### src/rtl/vga_charmap_scaler.sv
// VGA timing generator with a scaled 1-bpp bitmap window and per-frame shadowed bitmap.
// All outputs are registered one cycle behind the raster counters.
module vga_charmap_scaler #(
    parameter int H_ACTIVE = 640,
    parameter int H_FP     = 16,
    parameter int H_PULSE  = 96,
    parameter int H_BP     = 48,
    parameter int V_ACTIVE = 480,
    parameter int V_FP     = 10,
    parameter int V_PULSE  = 2,
    parameter int V_BP     = 33,
    parameter int COLS     = 8,
    parameter int ROWS     = 8,
    parameter int SCALE    = 8,
    parameter int X0       = 288,
    parameter int Y0       = 208,
    parameter bit SYNC_NEG = 1'b1
) (
    input  logic                   dclk,
    input  logic                   clr,
    input  logic [COLS*ROWS-1:0]   vdata,
    input  logic [11:0]            fg_color,
    input  logic [11:0]            bg_color,
    output logic                   hsync,
    output logic                   vsync,
    output logic [3:0]             red,
    output logic [3:0]             green,
    output logic [3:0]             blue,
    output logic                   active,
    output logic                   frame_start
);

    localparam int H_TOTAL = H_ACTIVE + H_FP + H_PULSE + H_BP;
    localparam int V_TOTAL = V_ACTIVE + V_FP + V_PULSE + V_BP;
    localparam int HC_W    = $clog2(H_TOTAL);
    localparam int VC_W    = $clog2(V_TOTAL);
    localparam int COL_W   = $clog2(COLS + 1);
    localparam int ROW_W   = $clog2(ROWS + 1);
    localparam int SX_W    = (SCALE > 1) ? $clog2(SCALE) : 1;
    localparam int NBITS   = COLS * ROWS;
    localparam int IDX_W   = (NBITS > 1) ? $clog2(NBITS) : 1;
    localparam logic SYNC_OFF = SYNC_NEG;

    logic [HC_W-1:0]  hc_r;
    logic [VC_W-1:0]  vc_r;
    logic [COL_W-1:0] col_r;
    logic [SX_W-1:0]  subx_r;
    logic [ROW_W-1:0] row_r;
    logic [SX_W-1:0]  suby_r;
    logic [NBITS-1:0] shadow_r;

    logic             line_end_s;
    logic             frame_end_s;
    logic             visible_s;
    logic             in_x_s;
    logic             in_y_s;
    logic             win_s;
    logic             hs_on_s;
    logic             vs_on_s;
    logic [IDX_W-1:0] idx_s;
    logic             bit_s;
    logic [11:0]      pix_s;

    // Raster decode: wrap points, sync windows, bitmap window and pixel colour.
    always_comb begin
        line_end_s  = (int'(hc_r) == H_TOTAL - 1);
        frame_end_s = line_end_s && (int'(vc_r) == V_TOTAL - 1);
        visible_s   = (int'(hc_r) < H_ACTIVE) && (int'(vc_r) < V_ACTIVE);
        in_x_s      = (int'(hc_r) >= X0) && (int'(hc_r) < X0 + COLS * SCALE);
        in_y_s      = (int'(vc_r) >= Y0) && (int'(vc_r) < Y0 + ROWS * SCALE);
        win_s       = in_x_s && in_y_s && visible_s;
        hs_on_s     = (int'(hc_r) >= H_ACTIVE + H_FP) && (int'(hc_r) < H_ACTIVE + H_FP + H_PULSE);
        vs_on_s     = (int'(vc_r) >= V_ACTIVE + V_FP) && (int'(vc_r) < V_ACTIVE + V_FP + V_PULSE);
        idx_s       = IDX_W'(int'(row_r) * COLS + int'(col_r));
        // Range guard keeps a clipped or overrunning window from indexing past the bitmap.
        if (win_s && (int'(row_r) < ROWS) && (int'(col_r) < COLS)) begin
            bit_s = shadow_r[idx_s];
        end else begin
            bit_s = 1'b0;
        end
        if (win_s) begin
            pix_s = bit_s ? fg_color : bg_color;
        end else begin
            pix_s = 12'h000;
        end
    end

    // Horizontal and vertical raster counters.
    always_ff @(posedge dclk) begin
        if (clr) begin
            hc_r <= {HC_W{1'b0}};
            vc_r <= {VC_W{1'b0}};
        end else if (line_end_s) begin
            hc_r <= {HC_W{1'b0}};
            vc_r <= frame_end_s ? {VC_W{1'b0}} : vc_r + VC_W'(1);
        end else begin
            hc_r <= hc_r + HC_W'(1);
        end
    end

    // Bitmap column/row counters: column restarts at window entry, row at frame wrap.
    always_ff @(posedge dclk) begin
        if (clr) begin
            col_r  <= {COL_W{1'b0}};
            subx_r <= {SX_W{1'b0}};
            row_r  <= {ROW_W{1'b0}};
            suby_r <= {SX_W{1'b0}};
        end else begin
            if (!in_x_s || line_end_s) begin
                col_r  <= {COL_W{1'b0}};
                subx_r <= {SX_W{1'b0}};
            end else if (int'(subx_r) == SCALE - 1) begin
                col_r  <= col_r + COL_W'(1);
                subx_r <= {SX_W{1'b0}};
            end else begin
                subx_r <= subx_r + SX_W'(1);
            end
            if (frame_end_s) begin
                row_r  <= {ROW_W{1'b0}};
                suby_r <= {SX_W{1'b0}};
            end else if (line_end_s && in_y_s) begin
                if (int'(suby_r) == SCALE - 1) begin
                    row_r  <= row_r + ROW_W'(1);
                    suby_r <= {SX_W{1'b0}};
                end else begin
                    suby_r <= suby_r + SX_W'(1);
                end
            end else begin
                row_r  <= row_r;
                suby_r <= suby_r;
            end
        end
    end

    // Bitmap shadow: captured as the raster enters vertical blanking.
    always_ff @(posedge dclk) begin
        if (clr) begin
            shadow_r <= {NBITS{1'b0}};
        end else if (line_end_s && (int'(vc_r) == V_ACTIVE - 1)) begin
            shadow_r <= vdata;
        end else begin
            shadow_r <= shadow_r;
        end
    end

    // Registered outputs, all reflecting the same counter state.
    always_ff @(posedge dclk) begin
        if (clr) begin
            hsync       <= SYNC_OFF;
            vsync       <= SYNC_OFF;
            red         <= 4'h0;
            green       <= 4'h0;
            blue        <= 4'h0;
            active      <= 1'b0;
            frame_start <= 1'b0;
        end else begin
            hsync       <= hs_on_s ^ SYNC_OFF;
            vsync       <= vs_on_s ^ SYNC_OFF;
            red         <= pix_s[11:8];
            green       <= pix_s[7:4];
            blue        <= pix_s[3:0];
            active      <= visible_s;
            frame_start <= (hc_r == {HC_W{1'b0}}) && (vc_r == {VC_W{1'b0}});
        end
    end

endmodule
### config.mk
export PLATFORM = sky130hd
export DESIGN_NAME = vga_charmap_scaler
export DESIGN_NICKNAME = d
export VERILOG_FILES = /design/src/rtl/vga_charmap_scaler.sv
export SDC_FILE = /design/constraint.sdc
export NUM_CORES = 1
export LEC_CHECK = 0
export BUFFER_PORTS_ARGS = -buffer_cell sky130_fd_sc_hd__buf_2
export CAP_MARGIN = 10
export CORE_MARGIN = 2
export CORE_UTILIZATION = 58
export CTS_BUF_LIST = sky130_fd_sc_hd__clkbuf_16
export DETAILED_ROUTE_END_ITERATION = 6
export PLACE_DENSITY = 0.84
export SETUP_SLACK_MARGIN = 0.1
export SYNTH_ARGS = -nofsm -noshare
export SYNTH_HDL_FRONTEND = slang
export SYNTH_SLANG_ARGS = --single-unit
### constraint.sdc
create_clock -name dclk -period 5.2 [get_ports dclk]
set_clock_uncertainty 0.2 [all_clocks]
set_input_delay 0.26 -clock dclk [delete_from_list [all_inputs] [get_ports dclk]]
set_output_delay 0.26 -clock dclk [all_outputs]
set_load 0.005 [all_outputs]
==> results.json, run 1 <==
{
  "setup_tns_ns": 0,
  "cp_max_fo": 12,
  "design.core.area_mm2": 0.00822,
  "cts_made_buffers": 17,
  "ys_seq_area_share_pct": 46.2,
  "synth.net_count": 675,
  "detailedRoute.firstPassIterationCount": 5,
  "synth-async-reset-ratio_pct": 0,
  "port-buffer-count": 105,
  "global_route.overflow_total": 0,
  "synth_area_mm2": 0.00494,
  "worst_setup_path_end_kind": "flip-flop",
  "dieArea_mm2": 0.00927,
  "timing_max_transition_violations_final": 0,
  "run_status": "complete, no violations",
  "clockBufferDepth": 2,
  "pre_cts_setup_slack_ns": 2.00,
  "antenna_left": 0,
  "grt.total_usage_pct": 32.1,
  "synthCells": 573,
  "synth_enable_flop_cells": 0,
  "critical_path.most_common_cell": "sky130_fd_sc_hd__a211oi_1",
  "fp-row-count": 33,
  "finalSetupViolCount": 0,
  "crit_path_start_kind": "flip-flop",
  "initial_core_util_pct": 60.1,
  "worstSkewPairLatency_ns": 0.41,
  "antenna_found_initial": 0,
  "postSynthRegisterBits": 114,
  "worst_ep_arrival_time_ns": 3.84,
  "worst_slew_margin_rel_pct": 21.8,
  "drt-total-wl_um": 14200,
  "die_height_um": 96.3,
  "place.detailed.hpwl_um": 7700,
  "share_clk_of_total_power_pct": 48.9,
  "worst_path_required_time_ns": 5.27,
  "peakVddDrop_mv": 0.284,
  "grt_pass1_wl_um": 22500,
  "synth_warnings": 0,
  "p_int_mw": 1.53,
  "rrSetupSlack_ns": 1.43,
  "grt_max_degree": 76,
  "detail_route.vias_per_cell": 5.60,
  "crit_path_cell_trace": "mux4_1, nor2b_1, a211oi_1, a211oi_1, o211ai_2, mux2i_1, dlygate4sd3_1, nor2_1",
  "clock_sinks": 114,
  "timing_worst_slew_pin_value_ns": 1.17,
  "num-fill-cells": 440,
  "drv.max_cap_violation_count": 0,
  "final.setup.worst_slack_ns": 1.43,
  "finish.net_count": 852,
  "finalPower_mw": 1.95,
  "htree_levels": 4,
  "static-leakage-power_nw": 2.80,
  "ys_types": 42,
  "first_global_vias": 4978,
  "first_iter_violations": 313,
  "chipWidth_um": 96.3,
  "synthFlopType": "sky130_fd_sc_hd__dfxtp_1",
  "critPathMaxStageDelay_ns": 0.75,
  "max_clock_freq_ghz": 0.265,
  "power.switching_mw": 0.418,
  "whs_ns": 0.249,
  "cts.clk_slew.worst_paths_ns": 0.05,
  "routabilityCongestion": 0.844,
  "io-pin-count": 106,
  "area_delta_synth_final_pct": 38.2,
  "routedWlPerCell_um": 16.4,
  "rsz0062_at_grt": "false",
  "swShare_pct": 21.4,
  "remaining_drc_errors": 0,
  "antenna_diode_count": 0,
  "finalWorstPathRequiredPeriod_ns": 3.77,
  "vias": 4853,
  "drive_above_1_share_pct": 18.3,
  "final_cell_count_no_fill": 866,
  "cell_with_the_biggest_individual_delay_on_the_critical_path": "sky130_fd_sc_hd__o211ai_2",
  "pwr-share-comb_pct": 6.0,
  "hp-class": "flip-flop to flip-flop",
  "power.density_mw_per_mm2": 286,
  "post_cts.resized_instances": 0,
  "timing.final.crit_share_pct": 72.4,
  "tritoncts": "done",
  "mean_cell_area_of_the_mapped_netlist_um2": 8.62,
  "report.final.hold_viol_count": 0,
  "sequentialPowerShare_pct": 45.1,
  "dp.cells": 747,
  "clk_root_buffer_cell": "sky130_fd_sc_hd__clkbuf_16",
  "setup.worst_path.class": "flip-flop to flip-flop"
}
-- power groups by stage --
stage / clock network (mW) / logic (mW) / registers (mW)
after global routing: 0.999 / 0.125 / 0.880
after detailed placement: 0 / 0.0600 / 0.898
after global placement: 0 / 0.0587 / 0.898
after floorplan: 0 / 0.0200 / 0.898
after CTS: 0.956 / 0.111 / 0.881
final: 0.955 / 0.116 / 0.881
-- registers in the layout, indices dropped and copies added, names as in the netlist --
register	count
shadow_r	64
hc_r	10
vc_r	10
blue	4
col_r	4
green	4
red	4
row_r	4
subx_r	3
suby_r	3
active	1
frame_start	1
hsync	1
vsync	1
-- cell type report --
type | count | area (um2) | share of cell area, %
Clock inverter | 13 | 57.6 | 0.843
Clock buffer | 17 | 425 | 6.23
Multi-Input combinational cell | 413 | 2470 | 36.2
Inverter | 7 | 26.3 | 0.385
Timing Repair Buffer | 197 | 1440 | 21.0
Sequential cell | 114 | 2280 | 33.4
Tap cell | 105 | 131 | 1.92
-- final timing paths --
| check | start | endpoint | depth (start not counted) |
|---|---|---|---|
| worst max-delay path | col_r[0] | green[2] | 8 |
| worst min-delay path | shadow_r[54] | shadow_r[54] | 2 |
| worst max register to register | col_r[0] | green[2] | 8 |
| worst min register to register | shadow_r[54] | shadow_r[54] | 2 |
-- routing by layer --
metal,GRT usage (%),up-vias,wire [um]
met5,0,-,0
met3,8.22,42,1060
met2,58.4,232,7330
met4,13.2,0,409
met1,35.3,2279,5410
li1,-,2300,-
-- timing repair --
action                                 CTS  global route
endpoints found under the hold margin   76             0
hold buffers                            88             0
buffers inserted                         0             0
-- cells in the mapped netlist (6+ instances only) --
library cell / count / area (um2)
sky130_fd_sc_hd__xnor2_1: 7 / 61.3
sky130_fd_sc_hd__mux2i_1: 37 / 370
sky130_fd_sc_hd__buf_2: 6 / 30.0
sky130_fd_sc_hd__nor2_1: 47 / 176
sky130_fd_sc_hd__dfxtp_1: 114 / 2280
sky130_fd_sc_hd__xor2_1: 16 / 140
sky130_fd_sc_hd__ha_1: 12 / 150
sky130_fd_sc_hd__nor3_1: 6 / 30.0
sky130_fd_sc_hd__nand2_1: 143 / 537
sky130_fd_sc_hd__inv_1: 7 / 26.3
sky130_fd_sc_hd__nand3_1: 11 / 55.1
sky130_fd_sc_hd__a22oi_1: 9 / 67.6
sky130_fd_sc_hd__nand4_1: 9 / 56.3
sky130_fd_sc_hd__clkbuf_1: 28 / 105
sky130_fd_sc_hd__mux4_1: 6 / 158
sky130_fd_sc_hd__a21oi_1: 68 / 340
-- layout by cell type (no fill, tap or decap), types with 2 or more instances in the layout --
cell                              n
sky130_fd_sc_hd__mux2i_1         37
sky130_fd_sc_hd__xor2_1          16
sky130_fd_sc_hd__ha_1            12
sky130_fd_sc_hd__buf_2          105
sky130_fd_sc_hd__clkinv_2         4
sky130_fd_sc_hd__buf_4            4
sky130_fd_sc_hd__o21ai_0          3
sky130_fd_sc_hd__nor2_1          47
sky130_fd_sc_hd__xnor2_1          7
sky130_fd_sc_hd__nor4b_1          2
sky130_fd_sc_hd__nor4_1           3
sky130_fd_sc_hd__or3_1            4
sky130_fd_sc_hd__clkbuf_16       17
sky130_fd_sc_hd__a211oi_1         2
sky130_fd_sc_hd__dlygate4sd3_1   88
sky130_fd_sc_hd__and3_1           4
sky130_fd_sc_hd__and2_1           3
sky130_fd_sc_hd__inv_1           10
sky130_fd_sc_hd__a21oi_1         68
sky130_fd_sc_hd__or2_2            2
sky130_fd_sc_hd__nand4_1          9
sky130_fd_sc_hd__nand2b_1         2
sky130_fd_sc_hd__nor2b_1          2
sky130_fd_sc_hd__a22oi_1          9
sky130_fd_sc_hd__clkinv_1         5
sky130_fd_sc_hd__mux4_1           6
sky130_fd_sc_hd__nor3_1           6
sky130_fd_sc_hd__dfxtp_1        114
sky130_fd_sc_hd__nand2_1        143
sky130_fd_sc_hd__nand3_1         10
-- worst max-delay path: cells and delay by family (launching register included) --
family,cells,cell delay (ns)
AO/OA/AOI/OAI,3,1.07
buffers and inverters,1,0.58
flip-flops,1,0.65
multiplexers,2,0.93
AND/OR/NAND/NOR,2,0.19
-- stage by stage --
stage	util [%]	cell area, um2
3_3_place_gp	66.4	5460
6_report	83.1	6830
3_5_place_dp	66.4	5460
5_1_grt	83.1	6830
2_1_floorplan	-	4940
4_1_cts	83.0	6820
-- kinds of logic after synthesis --
family                     after synthesis  synth area share [%]
buffers and inverters                   46                  3.95
adders and majority gates               12                  3.04
DFF                                    114                  46.2
and+or+nand+nor                        247                  21.8
AOI/OAI and AO/OA                       87                  9.78
muxes                                   44                  11.1
xor gates and xnor gates                23                  4.08
Power figures use the tool's default switching activity.
==> run 2, diff against run 1 <==
--- a/config.mk
+++ b/config.mk
@@ -8,10 +8,10 @@
 export BUFFER_PORTS_ARGS = -buffer_cell sky130_fd_sc_hd__buf_2
 export CAP_MARGIN = 10
 export CORE_MARGIN = 2
-export CORE_UTILIZATION = 58
+export CORE_UTILIZATION = 54
 export CTS_BUF_LIST = sky130_fd_sc_hd__clkbuf_16
 export DETAILED_ROUTE_END_ITERATION = 6
-export PLACE_DENSITY = 0.84
+export PLACE_DENSITY = 0.79
 export SETUP_SLACK_MARGIN = 0.1
 export SYNTH_ARGS = -nofsm -noshare
 export SYNTH_HDL_FRONTEND = slang
==> constraint.sdc (replaced) <==
create_clock -name dclk -period 3.9 [get_ports dclk]
set_clock_uncertainty 0.2 [all_clocks]
set_input_delay 0.195 -clock dclk [delete_from_list [all_inputs] [get_ports dclk]]
set_output_delay 0.195 -clock dclk [all_outputs]
set_load 0.005 [all_outputs]
==> run 2 against run 1 <==
Power grew 49%; maximum frequency grew 5.7%; utilization shrank 3.9 points; wire length shrank 4.0%; largest cell class unchanged; sequential share of layout area shrank 0.70 points.
==> results.json, run 2 (synthesized netlist as in run 1, its figures left out) <==
{
  "run_status": "complete, no violations",
  "drt-total-wl_um": 13600,
  "cp_max_fo": 12,
  "cts_made_buffers": 17,
  "worst_path_dominant_cell_family": "multiplexers",
  "clockBufferDepth": 2,
  "r2r_end": "blue[2]",
  "report.final.hold_viol_count": 0,
  "antenna_diode_count": 0,
  "initial_core_util_pct": 56.1,
  "worstHoldStart": "clr",
  "io-pin-count": 106,
  "fp-row-count": 34,
  "most_frequent_standard_cell_in_the_layout_excluding_fill_and_tap_cells": "sky130_fd_sc_hd__nand2_1",
  "routabilityCongestion": 0.857,
  "routedWlPerCell_um": 15.7,
  "grt.total_usage_pct": 28.3,
  "register_area_mm2": 0.00228,
  "timing_worst_slew_pin_value_ns": 0.755,
  "static-leakage-power_nw": 2.85,
  "pre_cts_setup_slack_ns": 0.792,
  "cp_num_buf_inv": 1,
  "setup.worst_path.class": "flip-flop to flip-flop",
  "critPathMaxStageDelay_ns": 0.66,
  "remaining_drc_errors": 0,
  "die_height_um": 99.6,
  "rsz0062_at_grt": "false",
  "num-fill-cells": 521,
  "drv.max_cap_violation_count": 0,
  "multi_input_comb_area_mm2": 0.00248,
  "timing.final.crit_share_pct": 91.4,
  "whs_ns": 0.174,
  "worst_slew_margin_rel_pct": 49.7,
  "first_iter_violations": 218,
  "top_regs": "shadow_r: 64 flops, hc_r: 10 flops, vc_r: 10 flops",
  "power.density_mw_per_mm2": 416,
  "clk_root_buffer_cell": "sky130_fd_sc_hd__clkbuf_16",
  "crit_path_start_kind": "flip-flop",
  "finalSetupViolCount": 0,
  "detailedRoute.firstPassIterationCount": 5,
  "reg2reg_depth": 8,
  "cts_setup_buffers": 0,
  "mostFrequentLayoutCells": "sky130_fd_sc_hd__nand2_1, sky130_fd_sc_hd__dfxtp_1, sky130_fd_sc_hd__buf_2, sky130_fd_sc_hd__dlygate4sd3_1, sky130_fd_sc_hd__a21oi_1",
  "sink_of_the_worst_hold_path": "shadow_r[3]",
  "clock_sinks": 114,
  "antenna_left": 0,
  "setup_tns_ns": 0,
  "max_clock_freq_ghz": 0.281,
  "finish.net_count": 853,
  "worstSkewPairLatency_ns": 0.41,
  "design.core.area_mm2": 0.00881,
  "area_delta_synth_final_pct": 41.2,
  "vias": 4705,
  "worst_ep_arrival_time_ns": 3.65,
  "antenna_found_initial": 0,
  "critical_path_cell_count": 8,
  "peakVddDrop_mv": 0.330,
  "finalWorstPathRequiredPeriod_ns": 3.56,
  "hp-class": "input port to flip-flop",
  "largest_register_ffs": 64,
  "regToRegStartpoint": "col_r[0]",
  "detail_route.vias_per_cell": 5.40,
  "worst_path_required_time_ns": 3.98,
  "place.detailed.hpwl_um": 7670,
  "dieArea_mm2": 0.00993,
  "worstHoldPathCells": 2,
  "grt_pass1_wl_um": 22000,
  "cell_with_the_biggest_individual_delay_on_the_critical_path": "sky130_fd_sc_hd__dfxtp_1",
  "crit_path_cell_trace": "mux4_1, mux4_2, nand2_1, o2111ai_1, o211ai_4, mux2i_1, dlygate4sd3_1, nor2_1",
  "cts.clk_slew.worst_paths_ns": 0.05,
  "timing_max_transition_violations_final": 0,
  "global_route.overflow_total": 0,
  "port-buffer-count": 105,
  "rrSetupSlack_ns": 0.34,
  "grt_max_degree": 41,
  "final.setup.worst_slack_ns": 0.336,
  "tritoncts": "done",
  "register_with_the_most_flip_flops": "shadow_r",
  "first_global_vias": 4793,
  "drive_above_1_share_pct": 19.0,
  "worst_setup_path_end_kind": "flip-flop",
  "chipWidth_um": 99.6,
  "htree_levels": 4
}
run 2: cell count changes in the layout (fill, tap and decap cells not counted), sizes merged:
| cell | previous run | this run |
|---|---|---|
| buf | 109 | 110 |
| bufinv | 0 | 4 |
| clkinv | 9 | 8 |
| clkinvlp | 1 | 2 |
| inv | 10 | 7 |
run 2: how the worst max path moves through the flow:
stage / start / end / slack [ns]
4_1_cts: col_r[0] / green[0] / 0.27
3_5_place_dp: col_r[0] / green[0] / 0.79
6_report: col_r[0] / blue[2] / 0.34
5_1_grt: col_r[0] / blue[2] / 0.17
2_1_floorplan: col_r[0] / blue[0] / 1.36
3_3_place_gp: hc_r[0] / shadow_r[27] / 0.88
run 2: area by class of cell:
cell class | instances | area share, %
clock inverter | 14 | 2.44
multi-input combinational | 413 | 35.5
inverter | 7 | 0.377
timing repair buffer | 198 | 20.9
tap | 108 | 1.94
sequential | 114 | 32.7
clock buffer | 17 | 6.10
run 2: stage by stage:
| step | utilization [%] | cells | power [mW] | cell area [um2] |
|---|---|---|---|---|
| after global placement | 62.3 | 752 | 1.28 | 5490 |
| after global routing | 79.2 | 871 | 2.98 | 6970 |
| after detailed placement | 62.3 | 752 | 1.28 | 5490 |
| after floorplan | - | 573 | 1.22 | 4940 |
| final | 79.2 | 871 | 2.90 | 6970 |
| after CTS | 79.1 | 871 | 2.90 | 6960 |
run 2: timing repair:
action                                  CTS  global route
hold endpoints to repair                 76             0
hold buffers                             88             0
resized for setup                         0             1
endpoints found under the setup margin    0            12
run 2: where the power goes:
group	switching (mW)	internal (mW)	leakage, nW	total (mW)
combinational	0.0544	0.100	1.64	0.154
sequential	0.00311	1.17	0.919	1.17
clock	0.528	1.05	0.288	1.58
total	0.585	2.32	2.85	2.90
run 2: layer usage:
layer	vias to the layer above	track usage, %	share of wire [%]
met5	-	0	0
met2	188	51.5	51
li1	2306	-	-
met4	0	11.2	2.6
met3	33	7.59	6.2
met1	2178	31.4	40
run 2: worst reg2reg max path: stages, from the launching register on:
cell	delay [ns]
sky130_fd_sc_hd__dfxtp_1	0.66
sky130_fd_sc_hd__mux4_1	0.64
sky130_fd_sc_hd__mux4_2	0.48
sky130_fd_sc_hd__nand2_1	0.08
sky130_fd_sc_hd__o2111ai_1	0.17
sky130_fd_sc_hd__o211ai_4	0.30
sky130_fd_sc_hd__mux2i_1	0.29
sky130_fd_sc_hd__dlygate4sd3_1	0.58
sky130_fd_sc_hd__nor2_1	0.04
==> run 3, diff against run 2 <==
--- a/config.mk
+++ b/config.mk
@@ -11,7 +11,7 @@
 export CORE_UTILIZATION = 54
 export CTS_BUF_LIST = sky130_fd_sc_hd__clkbuf_16
 export DETAILED_ROUTE_END_ITERATION = 6
-export PLACE_DENSITY = 0.79
+export PLACE_DENSITY = 0.85
 export SETUP_SLACK_MARGIN = 0.1
 export SYNTH_ARGS = -nofsm -noshare
 export SYNTH_HDL_FRONTEND = slang
==> run 3 against run 2 <==
Utilization fell by 0.94 points; wire length rose by 1.5%; combinational power barely moved; register-to-register slack improved by 0.04 ns; via count rose by 1.4%.
==> results.json, run 3 (synthesized netlist as in run 1, its figures left out) <==
{
  "run_status": "complete, no violations",
  "timing.final.crit_share_pct": 90.2,
  "sequentialPowerShare_pct": 44.0,
  "worstSkewPairLatency_ns": 0.41,
  "share_clk_of_total_power_pct": 50.2,
  "p_int_mw": 2.12,
  "fp-row-count": 34,
  "vias": 4769,
  "cts.clk_slew.worst_paths_ns": 0.06,
  "report.final.hold_viol_count": 0,
  "detail_route.vias_per_cell": 5.46,
  "multi_input_comb_area_mm2": 0.00248,
  "remaining_drc_errors": 0,
  "antenna_left": 0,
  "tritoncts": "done",
  "worstHoldPathCells": 2,
  "whs_ns": 0.254,
  "htree_levels": 4,
  "register_with_the_most_flip_flops": "shadow_r",
  "drt-total-wl_um": 13800,
  "finalSetupViolCount": 0,
  "largest_register_ffs": 64,
  "swShare_pct": 20.8,
  "port-buffer-count": 105,
  "worst_slew_margin_rel_pct": 54.1,
  "critical_path_cell_count": 8,
  "area_delta_synth_final_pct": 39.5,
  "timing_worst_slew_pin_value_ns": 0.689,
  "grt_pass1_wl_um": 22800,
  "crit_path_start_kind": "flip-flop",
  "worst_setup_path_end_kind": "flip-flop",
  "first_iter_violations": 347,
  "clock_sinks": 114,
  "cp_num_buf_inv": 1,
  "peakVddDrop_mv": 0.205,
  "timing_max_transition_violations_final": 0,
  "antenna_found_initial": 1,
  "cts_made_buffers": 17,
  "rsz0062_at_grt": "false",
  "worst_ep_arrival_time_ns": 3.59,
  "first_global_vias": 4929,
  "chipWidth_um": 99.6,
  "hp-class": "flip-flop to flip-flop",
  "register_area_mm2": 0.00228,
  "detailedRoute.firstPassIterationCount": 5,
  "routabilityCongestion": 0.811,
  "max_clock_freq_ghz": 0.284,
  "dieArea_mm2": 0.00993,
  "top_regs": "shadow_r: 64 flops, hc_r: 10 flops, vc_r: 10 flops",
  "dp.cells": 752,
  "die_height_um": 99.6,
  "worst_path_dominant_cell_family": "multiplexers",
  "static-leakage-power_nw": 2.84,
  "worst_path_required_time_ns": 3.97,
  "clockBufferDepth": 2,
  "cts_setup_buffers": 0,
  "critPathMaxStageDelay_ns": 0.65,
  "setup_tns_ns": 0,
  "final_cell_count_no_fill": 874,
  "design.core.area_mm2": 0.00881,
  "finish.net_count": 854,
  "most_frequent_standard_cell_in_the_layout_excluding_fill_and_tap_cells": "sky130_fd_sc_hd__nand2_1",
  "initial_core_util_pct": 56.1,
  "setup.worst_path.class": "flip-flop to flip-flop",
  "pwr-share-comb_pct": 5.8,
  "reg2reg_depth": 8,
  "cp_max_fo": 12,
  "power.density_mw_per_mm2": 388,
  "crit_path_cell_trace": "mux4_1, nor2b_1, a211oi_1, a211oi_1, o211ai_4, mux2i_1, dlygate4sd3_1, nor2_1",
  "drv.max_cap_violation_count": 0,
  "mostFrequentLayoutCells": "sky130_fd_sc_hd__nand2_1, sky130_fd_sc_hd__dfxtp_1, sky130_fd_sc_hd__buf_2, sky130_fd_sc_hd__dlygate4sd3_1, sky130_fd_sc_hd__a21oi_1",
  "place.detailed.hpwl_um": 7500,
  "finalWorstPathRequiredPeriod_ns": 3.52,
  "num-fill-cells": 532,
  "critical_path.most_common_cell": "sky130_fd_sc_hd__a211oi_1",
  "cell_with_the_biggest_individual_delay_on_the_critical_path": "sky130_fd_sc_hd__mux4_1",
  "io-pin-count": 106,
  "grt_max_degree": 67,
  "clk_root_buffer_cell": "sky130_fd_sc_hd__clkbuf_16",
  "grt.total_usage_pct": 28.8,
  "global_route.overflow_total": 0,
  "drive_above_1_share_pct": 18.3,
  "routedWlPerCell_um": 15.8,
  "power.switching_mw": 0.556
}
[run 3: changes by cell type in the layout (fill, tap and decap cells not counted)]
cell                            delta
sky130_fd_sc_hd__buf_4             +1
sky130_fd_sc_hd__dlygate4sd3_1     +1
sky130_fd_sc_hd__diode_2           +1
sky130_fd_sc_hd__bufinv_16         -3
sky130_fd_sc_hd__clkinvlp_4        -2
sky130_fd_sc_hd__inv_1             +6
sky130_fd_sc_hd__buf_12            -1
[run 3: path summary, 6_finish.rpt]
kind,startpoint,endpoint,slack [ns]
setup reg to reg,col_r[0],green[1],0.38
hold / removal,shadow_r[33],shadow_r[33],0.25
hold reg to reg,shadow_r[33],shadow_r[33],0.25
setup / recovery,col_r[0],green[1],0.38
[run 3: stage by stage]
stage / total power, mW / setup WS [ns] / utilization, % / area [um2]
finish: 2.67 / 0.381 / 78.2 / 6890
global route: 2.75 / 0.264 / 78.2 / 6890
CTS: 2.66 / 0.300 / 78.1 / 6880
detailed placement: 1.28 / 0.833 / 62.2 / 5480
global placement: 1.27 / 0.977 / 62.2 / 5480
floorplan: 1.22 / 1.36 / - / 4940
[run 3: power groups by stage]
stage          logic [mW]  clock network (mW)  registers, mW
6_report            0.156                1.34           1.17
5_1_grt             0.166                1.41           1.17
4_1_cts             0.147                1.34           1.17
3_5_place_dp       0.0786                   0           1.20
3_3_place_gp       0.0773                   0           1.20
2_1_floorplan      0.0266                   0           1.20
[run 3: repair_timing]
action / in CTS / in global routing
setup endpoints to repair: 0 / 11
endpoints found under the hold margin: 83 / 0
gates resized for setup: 0 / 1
hold buffers: 89 / 0
[run 3: worst reg2reg max path, cell delays in order, from the launching register on]
cell and delay (ns):
sky130_fd_sc_hd__dfxtp_1 0.63, sky130_fd_sc_hd__mux4_1 0.65, sky130_fd_sc_hd__nor2b_1 0.15, sky130_fd_sc_hd__a211oi_1 0.22
sky130_fd_sc_hd__a211oi_1 0.11, sky130_fd_sc_hd__o211ai_4 0.54, sky130_fd_sc_hd__mux2i_1 0.28, sky130_fd_sc_hd__dlygate4sd3_1 0.57
sky130_fd_sc_hd__nor2_1 0.05
[run 3: layer usage]
metal	GRT usage, %	share of wire, %	vias up
met2	52.4	51	210
li1	-	-	2304
met5	0	0	-
met1	32.7	40	2215
met4	11.7	2.7	0
met3	6.18	5.6	40
[run 3: area by class of cell]
cell class	instances	area share [%]
Timing Repair Buffer	199	21.1
Sequential cell	114	33.1
Tap cell	108	1.96
Clock inverter	15	1.27
Antenna cell	1	0.0363
Clock buffer	17	6.17
Multi-Input combinational cell	413	36.0
Inverter	7	0.381
